[config.mk]
export PLATFORM = sky130hd
export DESIGN_NAME = riscv_mmio_ports
export DESIGN_NICKNAME = d
export VERILOG_FILES = /design/src/rtl/riscv_mmio_ports.sv
export SDC_FILE = /design/constraint.sdc
export NUM_CORES = 1
export LEC_CHECK = 0
export BUFFER_PORTS_ARGS = -buffer_cell sky130_fd_sc_hd__buf_2
export CAP_MARGIN = 25
export CORE_ASPECT_RATIO = 0.5
export CORE_MARGIN = 4
export CORE_UTILIZATION = 30
export DETAILED_ROUTE_END_ITERATION = 10
export PLACE_DENSITY = 0.53
export SYNTH_ARGS = -nofsm -noshare
export SYNTH_HDL_FRONTEND = slang
export SYNTH_SLANG_ARGS = --single-unit
[constraint.sdc]
create_clock -name clk -period 10.5 [get_ports clk]
set_input_delay 1.05 -clock clk [delete_from_list [all_inputs] [get_ports clk]]
set_output_delay 1.05 -clock clk [all_outputs]
set_load 0.05 [all_outputs]
[src/rtl/riscv_mmio_ports.sv]
// riscv_mmio_ports: memory-mapped I/O window for the single-cycle RISC-V core.
// N_IN single-entry input channels and N_OUT FIFO-backed output channels,
// each with a valid/ready handshake, decoded in a 256-byte window at BASE_ADDR.
// Optional feature macro: RISCV_MMIO_IRQ_EN (IRQ_MASK register and a
// registered level interrupt). Without it irq is tied low and IRQ_MASK reads 0.
module riscv_mmio_ports #(
  parameter int          DATA_W     = 32,
  parameter int          N_IN       = 2,
  parameter int          N_OUT      = 2,
  parameter int          FIFO_DEPTH = 4,
  parameter logic [31:0] BASE_ADDR  = 32'h0000_1000
) (
  input  logic                    clk,
  input  logic                    rst,
  input  logic [31:0]             bus_addr,
  input  logic [31:0]             bus_wdata,
  input  logic                    bus_we,
  input  logic                    bus_re,
  output logic                    bus_hit,
  output logic [31:0]             bus_rdata,
  input  logic [N_IN*DATA_W-1:0]  in_data,
  input  logic [N_IN-1:0]         in_valid,
  output logic [N_IN-1:0]         in_ready,
  output logic [N_OUT*DATA_W-1:0] out_data,
  output logic [N_OUT-1:0]        out_valid,
  input  logic [N_OUT-1:0]        out_ready,
  output logic                    irq
);

  localparam int         PW         = $clog2(FIFO_DEPTH);
  localparam int         CW         = PW + 1;
  localparam logic [5:0] IDX_OUT    = 6'd16;
  localparam logic [5:0] IDX_STATUS = 6'd32;
  localparam logic [5:0] IDX_MASK   = 6'd33;

  // Bus decode: word-aligned accesses inside the window only.
  logic       aligned;
  logic [5:0] word_idx;
  logic       wr_en;
  logic       rd_en;

  assign bus_hit  = (bus_addr[31:8] == BASE_ADDR[31:8]);
  assign aligned  = (bus_addr[1:0] == 2'b00);
  assign word_idx = bus_addr[7:2];
  assign wr_en    = bus_hit && aligned && bus_we;
  // A load that coincides with a store keeps its data but loses its side effect.
  assign rd_en    = bus_hit && aligned && bus_re && !bus_we;

  // Input channel state.
  logic [DATA_W-1:0] hold_q [N_IN];
  logic [N_IN-1:0]   full_q;

  // Output channel status gathered from the FIFO generate loop.
  logic [N_OUT-1:0]  out_full;
  logic [N_OUT-1:0]  push_rej;

  // Sticky overflow and optional mask.
  logic              ovf_q;
  logic              ovf_clr;
  logic [15:0]       mask_rd;

  assign in_ready = ~full_q & {N_IN{!rst}};

  // Input holding registers: capture on handshake, clear on a load of IN_DATA[i].
  always_ff @(posedge clk or posedge rst) begin
    if (rst) begin
      full_q <= '0;
      for (int i = 0; i < N_IN; i++) begin
        hold_q[i] <= '0;
      end
    end else begin
      for (int i = 0; i < N_IN; i++) begin
        if (in_valid[i] && !full_q[i]) begin
          hold_q[i] <= in_data[i*DATA_W +: DATA_W];
          full_q[i] <= 1'b1;
        end else if (rd_en && (word_idx == 6'(i)) && full_q[i]) begin
          full_q[i] <= 1'b0;
        end
      end
    end
  end

  // Output FIFOs, one per channel.
  for (genvar j = 0; j < N_OUT; j++) begin : g_out
    logic [DATA_W-1:0] mem_q [FIFO_DEPTH];
    logic [DATA_W-1:0] last_q;
    logic [PW-1:0]     rd_q;
    logic [PW-1:0]     wr_q;
    logic [CW-1:0]     cnt_q;
    logic              push_req;
    logic              push;
    logic              pop;

    assign push_req    = wr_en && (word_idx == IDX_OUT + 6'(j));
    assign pop         = (cnt_q != '0) && out_ready[j];
    assign push        = push_req && ((cnt_q != CW'(FIFO_DEPTH)) || pop);
    assign push_rej[j] = push_req && !push;
    assign out_valid[j] = (cnt_q != '0);
    assign out_full[j]  = (cnt_q == CW'(FIFO_DEPTH));
    // When empty, present the last word that left so the head does not glitch.
    assign out_data[j*DATA_W +: DATA_W] = out_valid[j] ? mem_q[rd_q] : last_q;

    // FIFO storage; only ever read while the slot holds a pushed word.
    always_ff @(posedge clk) begin
      if (push) begin
        mem_q[wr_q] <= bus_wdata[DATA_W-1:0];
      end
    end

    // FIFO pointers, occupancy and last-popped word.
    always_ff @(posedge clk or posedge rst) begin
      if (rst) begin
        rd_q   <= '0;
        wr_q   <= '0;
        cnt_q  <= '0;
        last_q <= '0;
      end else begin
        if (push) begin
          wr_q <= wr_q + PW'(1);
        end
        if (pop) begin
          rd_q   <= rd_q + PW'(1);
          last_q <= mem_q[rd_q];
        end
        case ({push, pop})
          2'b10:   cnt_q <= cnt_q + CW'(1);
          2'b01:   cnt_q <= cnt_q - CW'(1);
          default: cnt_q <= cnt_q;
        endcase
      end
    end
  end

  assign ovf_clr = wr_en && (word_idx == IDX_STATUS) && bus_wdata[31];

  // Sticky overflow: a rejected push wins over a same-cycle clear.
  always_ff @(posedge clk or posedge rst) begin
    if (rst) begin
      ovf_q <= 1'b0;
    end else if (|push_rej) begin
      ovf_q <= 1'b1;
    end else if (ovf_clr) begin
      ovf_q <= 1'b0;
    end
  end

`ifdef RISCV_MMIO_IRQ_EN
  logic [15:0] mask_q;
  logic        irq_q;

  // Interrupt mask register.
  always_ff @(posedge clk or posedge rst) begin
    if (rst) begin
      mask_q <= '0;
    end else if (wr_en && (word_idx == IDX_MASK)) begin
      mask_q <= bus_wdata[15:0];
    end
  end

  // Registered interrupt: follows its cause by one cycle.
  always_ff @(posedge clk or posedge rst) begin
    if (rst) begin
      irq_q <= 1'b0;
    end else begin
      irq_q <= (|(full_q & mask_q[N_IN-1:0])) | (ovf_q & mask_q[15]);
    end
  end

  assign irq     = irq_q;
  assign mask_rd = mask_q;
`else
  assign irq     = 1'b0;
  assign mask_rd = '0;
`endif

  // Status fields zero-padded to 16 bits.
  logic [15:0] in_full16;
  logic [15:0] out_full16;

  // Widen per-channel flags into the fixed STATUS layout.
  always_comb begin
    in_full16               = '0;
    out_full16              = '0;
    in_full16[N_IN-1:0]     = full_q;
    out_full16[N_OUT-1:0]   = out_full;
  end

  // Combinational load data.
  always_comb begin
    bus_rdata = '0;
    if (bus_hit && aligned) begin
      for (int i = 0; i < N_IN; i++) begin
        if (word_idx == 6'(i)) begin
          bus_rdata[DATA_W-1:0] = hold_q[i];
        end
      end
      if (word_idx == IDX_STATUS) begin
        bus_rdata = {ovf_q, out_full16[14:0], in_full16};
      end
      if (word_idx == IDX_MASK) begin
        bus_rdata = {16'h0000, mask_rd};
      end
    end
  end

endmodule

After elaboration in Yosys (flattened, before gate mapping):

Memories as Yosys holds them, arrays and structs flattened.
Index checks and enable logic that the tools add are counted.

* flip-flop bits (word level): 145
* latch bits: 0
* bits in writable memories: 256
* bits in read-only memories: 0
* output and inout port bits: 102
* logic and storage cells: 96
* memories kept: 2

Memories
* g_out[0].mem_q: depth 4, bits a word 32, rd ports 1, clocked after Yosys merged registers in 0, write ports 1, line 85 `logic [DATA_W-1:0] mem_q [FIFO_DEPTH];`
* g_out[1].mem_q: depth 4, bits a word 32, rd ports 1, clocked after Yosys merged registers in 0, write ports 1, line 85

* add/sub/neg operators: 8
* multiply operators: 0
* div/mod/pow operators: 0
* $lt $le $gt $ge: 0
* equal/unequal tests: 14
* shift-type cells: 0
* mux-type cells: 19
* bitwise operators: 2
* reductions and logical operators: 38

Operators with widths (count)
* 2-to-1 mux 32 bit: 7
* equality test 24 x 5 -> 1 bit (second input constant): 1
* logical AND 1 bit: 20
* equality test 6 x 5 -> 1 bit (second input constant): 2
* equality test 6 bit (second input constant): 2
* one-hot mux 3 bit (2 select lines): 2
* 2-to-1 mux 1 bit: 10
* nonzero test 2 bit: 5
* adder 2 x 1 -> 2 bit (second input constant): 4
* adder 3 x 1 -> 3 bit (second input constant): 2
* equality test 3 bit (second input constant): 2
* equality test 6 x 1 -> 1 bit (second input constant): 1
* logical NOT 1 bit: 6
* logical NOT 6 bit: 1
* != test 3 bit (second input constant): 2
* nonzero test 3 bit: 2
* subtractor 3 x 1 -> 3 bit (second input constant): 2
* equality test 2 x 1 -> 1 bit (second input constant): 2
* equality test 2 bit (second input constant): 2
* bitwise AND 2 bit: 1
* logical NOT 2 bit: 1
* logical OR 1 bit: 2
* inverter 2 bit: 1
* OR reduction 2 bit: 1

Depth between registers and ports, before layout:

Gate-level depths: netlist of the first run.

* depth in word-level cells: 9
* depth in mapped cells: 11
* depth with buffers taken out: 10

Worst setup path after synthesis of the first run:

No wires, ideal clock.

* path kind: input -> output
* start point: input bus_addr[13]
* end point: output bus_rdata[10]
* arrival: 2.889 ns
* required time: 9.450 ns
* path slack: 6.561 ns
* stages: 6
* path buffers: 2
* path through: nor4_2 > nand3_2 > or3b_1 > buf_6 > buf_8 > nor2_1

* longest elaborated chain between the ends: 3

Ends and longest elaborated chain
* start: declaration: line 15 `input logic [31:0] bus_addr,`
* equality test 24 x 5 -> 1 bit: line 42 `assign bus_hit = (bus_addr[31:8] == BASE_ADDR[31:8]);`
* logical AND 1 bit: line 191 `if (bus_hit && aligned) begin`
* 2-to-1 mux 32 bit: line 191
* end: declaration: line 20 `output logic [31:0] bus_rdata,`

Every way passes these cells.

Final worst setup path of the first run:

* start point: input bus_addr[3]
* end point: output bus_rdata[8]

* longest elaborated chain between the ends: 6
* elaborated cells on any way between the ends: 9

Ends and longest elaborated chain
* logical NOT 6 bit: line 193 `if (word_idx == 6'(i)) begin`
* 2-to-1 mux 32 bit (2 in series): line 193
* 2-to-1 mux 32 bit: line 197 `if (word_idx == IDX_STATUS) begin`
* 2-to-1 mux 32 bit (*): line 200 `if (word_idx == IDX_MASK) begin`
* 2-to-1 mux 32 bit (*): line 191

Mark *: on every way between the ends. The rest lies on a longest branch, timed or not.

==> summary.txt, run 1 <==
Max Cap Viol -> 0
Layout area overhead -> 20.9%
power per cell area -> 229 mW/mm2
hold_buf cts -> 0
first-pass GRT wire length -> 59,400 um
# H-tree levels -> 2
CP Data Required Time -> 9.45 ns
Seq/Total Area, Yosys -> 0.685
Sink Count -> 401
EDFF count, synth -> 256
Mapped Area -> 0.0165 mm2
status -> completed
flops & latches, synth -> 401
FP Rows -> 60
max_slew headroom -> 0.327
vias in the first global route -> 9,583
GRT Overall Usage -> 0.130
top-count cell post-synth -> edfxtp_1
final setup fails -> 0
Crit Reg-Reg Startpoint -> g_out[1].cnt_q[0]
largest cells by area after synthesis -> edfxtp_1, dfrtp_1, mux2_2
Congestion Overflow GR -> 0
R2R Setup Slk -> 7.41 ns
syn_area_per_cell -> 18.5 um2
post-synth top area cell -> edfxtp_1
Worst EP arrival -> 3.37 ns
CP endpoint kind -> output port
dpl cells -> 1,832
leakage power -> 7.59 nW
Die X -> 340 um
starting DRC count in detailed routing -> 508
layout cell share with drive strength beyond 1 -> 0.502
Initial Utilization -> 0.305
Synth warnings -> 0
crit path launch type -> input port
worst-case clock skew -> 0.0269 ns
R2R Path End -> g_out[1].cnt_q[2]
Final Cycle Share -> 0.421
non-filler cells, final -> 1,914
Via density -> 4.59
crit path to -> bus_rdata[8]
Register-to-Register Path Depth -> 10
Mapped Nets -> 1,041
RSZ-0062 raised after global routing -> false
maximum vdd drop -> 0.124 mV
final core occ -> 0.369
Remaining DRCs -> 0
Tightest Pin Transition -> 1.01 ns
Final nets -> 1,284
DP Wirelength -> 24,700 um
Buf/Inv on CP -> 3
CTS tree -> built
synth cell count leaders -> edfxtp_1, mux2_2, dfrtp_1, mux4_2, nor2_1
num ports -> 238
GPL Wtd Cong -> 0.797
Post-CTS Resized -> 0
antenna violations before repair -> 5
cell family with most CP delay -> simple AND/OR/NAND/NOR gates
CTS clock-pin slew for the worst setup and hold paths -> 0.06 ns
unique cell type count in the Yosys netlist -> 48
core area -> 0.0541 mm2
worst-path fanout max -> 19
DRT antenna net count -> 0
Slew Viols, Final -> 0
Synth top area share -> 0.465
CP max stage cell -> and3_1
first-pass iteration count of the detailed router -> 5
CTS Buffer Depth -> 3
clock latency at the later pin of the worst-skew pair -> 0.55 ns
WP depth -> 7
Achievable Freq -> 226 MHz
root buffer cell -> clkbuf_16
DR WL/cell -> 20.4 um
Routed WL -> 39,100 um
Die Y -> 174 um
largest net degree at the start of global routing -> 88
postcts setup bufs -> 0
Min-Delay Path Class -> reg2reg
kind of critical path -> in2out
die footprint -> 0.0591 mm2
hold path cells -> 1
slowest cell delay on critical path -> 0.74 ns
Vias -> 8,794
min Tclk post-route -> 4.42 ns
Power, Total -> 4.58 mW
worst-path cell chain -> buf_2 > nor3_2 > and3_1 > buf_8 > a22oi_1 > nor2_1 > buf_2
ys flop type -> edfxtp_1
Mapped Cells -> 893
asr flop ratio synth -> 0.362
crit path launch -> bus_addr[3]
CTS Buf Count -> 40
# port buffers -> 236
most frequent CP cell -> buf_2
setup TNS -> 0 ns
final hold violations -> 0
==> cells by family (layout without fill, tap and decap cells) <==
family | after synthesis | after routing | share of synthesized area
adders and majority gates | 12 | 12 | 0.0100
AOI/OAI and AO/OA | 41 | 41 | 0.0175
and+or+nand+nor | 98 | 98 | 0.0379
DFF | 401 | 401 | 0.685
other | 1 | 4 | 0.000227
xor gates and xnor gates | 12 | 12 | 0.00636
buffers and inverters | 68 | 342 | 0.0220
muxes | 260 | 260 | 0.221
==> per-layer routing <==
| layer | vias up | wire, um | GRT usage |
|---|---|---|---|
| met1 | 4643 | 15700 | 0.156 |
| met4 | 4 | 815 | 0.0337 |
| li1 | 3949 | - | - |
| met5 | - | 34 | 0 |
| met3 | 58 | 1160 | 0.0205 |
| met2 | 140 | 21400 | 0.245 |
==> cell usage in the layout, fill, tap and decap left out, types with 4 or more instances in the layout <==
master	n
edfxtp_1	256
buf_2	236
mux2_2	178
dfrtp_1	143
mux4_2	64
clkbuf_16	41
nor2_1	38
a22oi_1	27
mux2_1	14
inv_1	13
buf_4	11
nand2_1	10
ha_1	10
clkbuf_1	9
nand3_1	8
clkbuf_8	7
and2_2	6
xnor2_1	6
nor4_4	6
xor2_1	6
clkinv_2	6
a21o_1	5
a21oi_1	5
buf_12	5
and2_1	4
bufinv_16	4
clkinv_1	4
==> how the worst min path moves through the flow <==
stage / endpoint / startpoint
5_1_grt: g_out[0].last_q[4] / g_out[0].last_q[4]
6_report: g_out[0].last_q[3] / g_out[0].last_q[3]
3_3_place_gp: g_out[0].last_q[3] / g_out[0].last_q[3]
3_5_place_dp: g_out[0].last_q[5] / g_out[0].last_q[5]
4_1_cts: g_out[0].last_q[3] / g_out[0].last_q[3]
2_1_floorplan: g_out[0].last_q[0] / g_out[0].last_q[0]
==> layout make-up <==
type	instances	area (um2)
fillers	5084	34200
flip-flops and latches	401	11300
multi-input cells	424	4870
repair buffers	255	1430
clock buffers	56	1130
well taps	744	931
clock inverters	17	223
inverters	14	57.6
diodes	3	7.51
==> per-stage QoR <==
stage,hold WS (ns),setup slack [ns],cell area [um2]
after floorplan,0.454,5.56,16500
after global placement,0.464,5.95,18400
after detailed placement,0.472,5.92,18500
after CTS,0.486,5.90,19800
after global routing,0.499,5.90,20000
final,0.482,6.08,20000
==> flip-flops by register name, indices dropped and copies added (netlist names) <==
signal	flops
full_q	2
g_out.cnt_q	6
g_out.last_q	64
g_out.mem_q	256
g_out.rd_q	4
g_out.wr_q	4
hold_q	64
ovf_q	1
==> power by group <==
part / leakage (nW) / internal, mW / switching (mW)
registers: 4.11 / 1.82 / 0.0977
clock network: 0.662 / 0.858 / 0.605
logic: 2.82 / 0.440 / 0.758
No activity file was read; power rests on OpenSTA's default activity.
==> run 2, diff against run 1 <==
Clock period 10.5 ns to 4.55 ns, I/O delays scaled along.
==> summary.txt, run 2 (synthesized netlist as in run 1, its figures left out) <==
layout cell share with drive strength beyond 1 -> 0.500
worst-case clock skew -> 0.0201 ns
root buffer cell -> clkbuf_16
Slew Viols, Final -> 0
largest net degree at the start of global routing -> 58
kind of critical path -> reg2out
starting DRC count in detailed routing -> 431
Max Cap Viol -> 0
# port buffers -> 236
setup TNS -> 0 ns
CP endpoint kind -> output port
Final Cell Area -> 0.0199 mm2
crit path launch -> g_out[1].rd_q[0]
DRT antenna net count -> 0
Remaining DRCs -> 0
status -> completed
gr busiest metal -> met2
final setup fails -> 0
# H-tree levels -> 2
worst hold slack -> 0.0205 ns
GRT Overall Usage -> 0.129
grt met3 use -> 0.0227
max FFs per register -> 256
final hold violations -> 0
DR WL/cell -> 20.3 um
CTS Buf Count -> 40
first-pass iteration count of the detailed router -> 4
CP Data Required Time -> 4.09 ns
non-filler cells, final -> 1,914
Routed WL -> 38,800 um
leakage power -> 7.57 nW
Worst EP arrival -> 2.70 ns
CTS clock-pin slew for the worst setup and hold paths -> 0.06 ns
placed inst area -> 0.0185 mm2
commonest non-fill, non-tap cell in the layout -> edfxtp_1
slowest cell delay on critical path -> 0.69 ns
antenna violations before repair -> 3
met2 usage -> 0.246
most flop-heavy register -> g_out.mem_q
most frequent cells in the layout -> edfxtp_1, buf_2, mux2_2
clock latency at the later pin of the worst-skew pair -> 0.55 ns
DP Wirelength -> 24,800 um
Sink Count -> 401
Final Cycle Share -> 0.694
dpl cells -> 1,836
die footprint -> 0.0591 mm2
worst-path cell chain -> buf_4 > mux4_2 > mux2_2 > buf_2
power per cell area -> 531 mW/mm2
FP Rows -> 60
postcts setup bufs -> 0
num ports -> 238
CP max stage cell -> dfrtp_2
fill cell count -> 5,084
Largest regs -> g_out.mem_q: 256 flops, g_out.last_q: 64 flops, hold_q: 64 flops
min Tclk post-route -> 3.16 ns
crit path launch type -> register
Post-CTS Resized -> 0
first-pass GRT wire length -> 59,500 um
Die Y -> 174 um
grt met1 use -> 0.152
Die X -> 340 um
CTS Buffer Depth -> 3
hold_buf cts -> 0
Layout area overhead -> 20.5%
GPL Wtd Cong -> 0.779
Crit Reg-Reg Startpoint -> g_out[1].cnt_q[0]
final core occ -> 0.368
Congestion Overflow GR -> 0
maximum vdd drop -> 0.272 mV
Achievable Freq -> 317 MHz
core area -> 0.0541 mm2
Tightest Pin Transition -> 0.993 ns
vias in the first global route -> 9,717
worst-path fanout max -> 15
Min-Delay Path Class -> in2async
CTS tree -> built
RSZ-0062 raised after global routing -> false
Initial Utilization -> 0.305
Vias -> 8,802
Final nets -> 1,285
max_slew headroom -> 0.338
Via density -> 4.60
[run 2: changes by cell type in the layout (fill, tap and decap cells not counted), sizes merged]
cell / before / now
buf: 254 / 256
clkbuf: 57 / 52
clkinv: 11 / 14
diode: 3 / 2
inv: 15 / 16
[run 2: final cells by class]
cell class              instances  area, um2  area share
diodes                          2       5.00    0.000251
well taps                     744        931      0.0468
inverters                      14       57.6     0.00289
flip-flops and latches        401      11300       0.569
repair buffers                256       1390      0.0698
multi-input cells             424       4870       0.245
clock inverters                21        248      0.0124
clock buffers                  52       1090      0.0546
[run 2: through the flow]
step | worst slack (ns) | total power, mW
after detailed placement | 1.49 | 7.34
after CTS | 1.29 | 10.7
after global placement | 1.57 | 7.26
final | 1.39 | 10.6
after floorplan | 0.200 | 6.59
after global routing | 1.22 | 11.0
[run 2: critical path, delay by kind of cell, from the launching register on]
kind,cells,cell delay (ns)
mux,2,0.85
flops,1,0.69
buf+inv,2,0.60
[run 2: path summary, 6_finish.rpt]
| check | slack [ns] | cells past startpoint | end |
|---|---|---|---|
| min | 0.02 | 2 | full_q[1] |
| max reg2reg | 1.90 | 9 | g_out[1].cnt_q[2] |
| max in group asynchronous | 3.34 | 3 | hold_q[48] |
| min in group clk | 0.14 | 2 | hold_q[16] |
| min reg2reg | 0.49 | 1 | g_out[0].last_q[3] |
| max | 1.39 | 4 | out_data[46] |
[run 2: layer usage]
layer	wire length, um	share of wire
met1	15500	0.40
met2	21300	0.55
met3	1280	0.033
met4	724	0.019
met5	13	0.00034
[run 2: power breakdown]
group | switching, mW | total (mW) | internal [mW]
Combinational | 1.78 | 2.81 | 1.03
Sequential | 0.204 | 4.40 | 4.20
Clock | 1.43 | 3.36 | 1.93
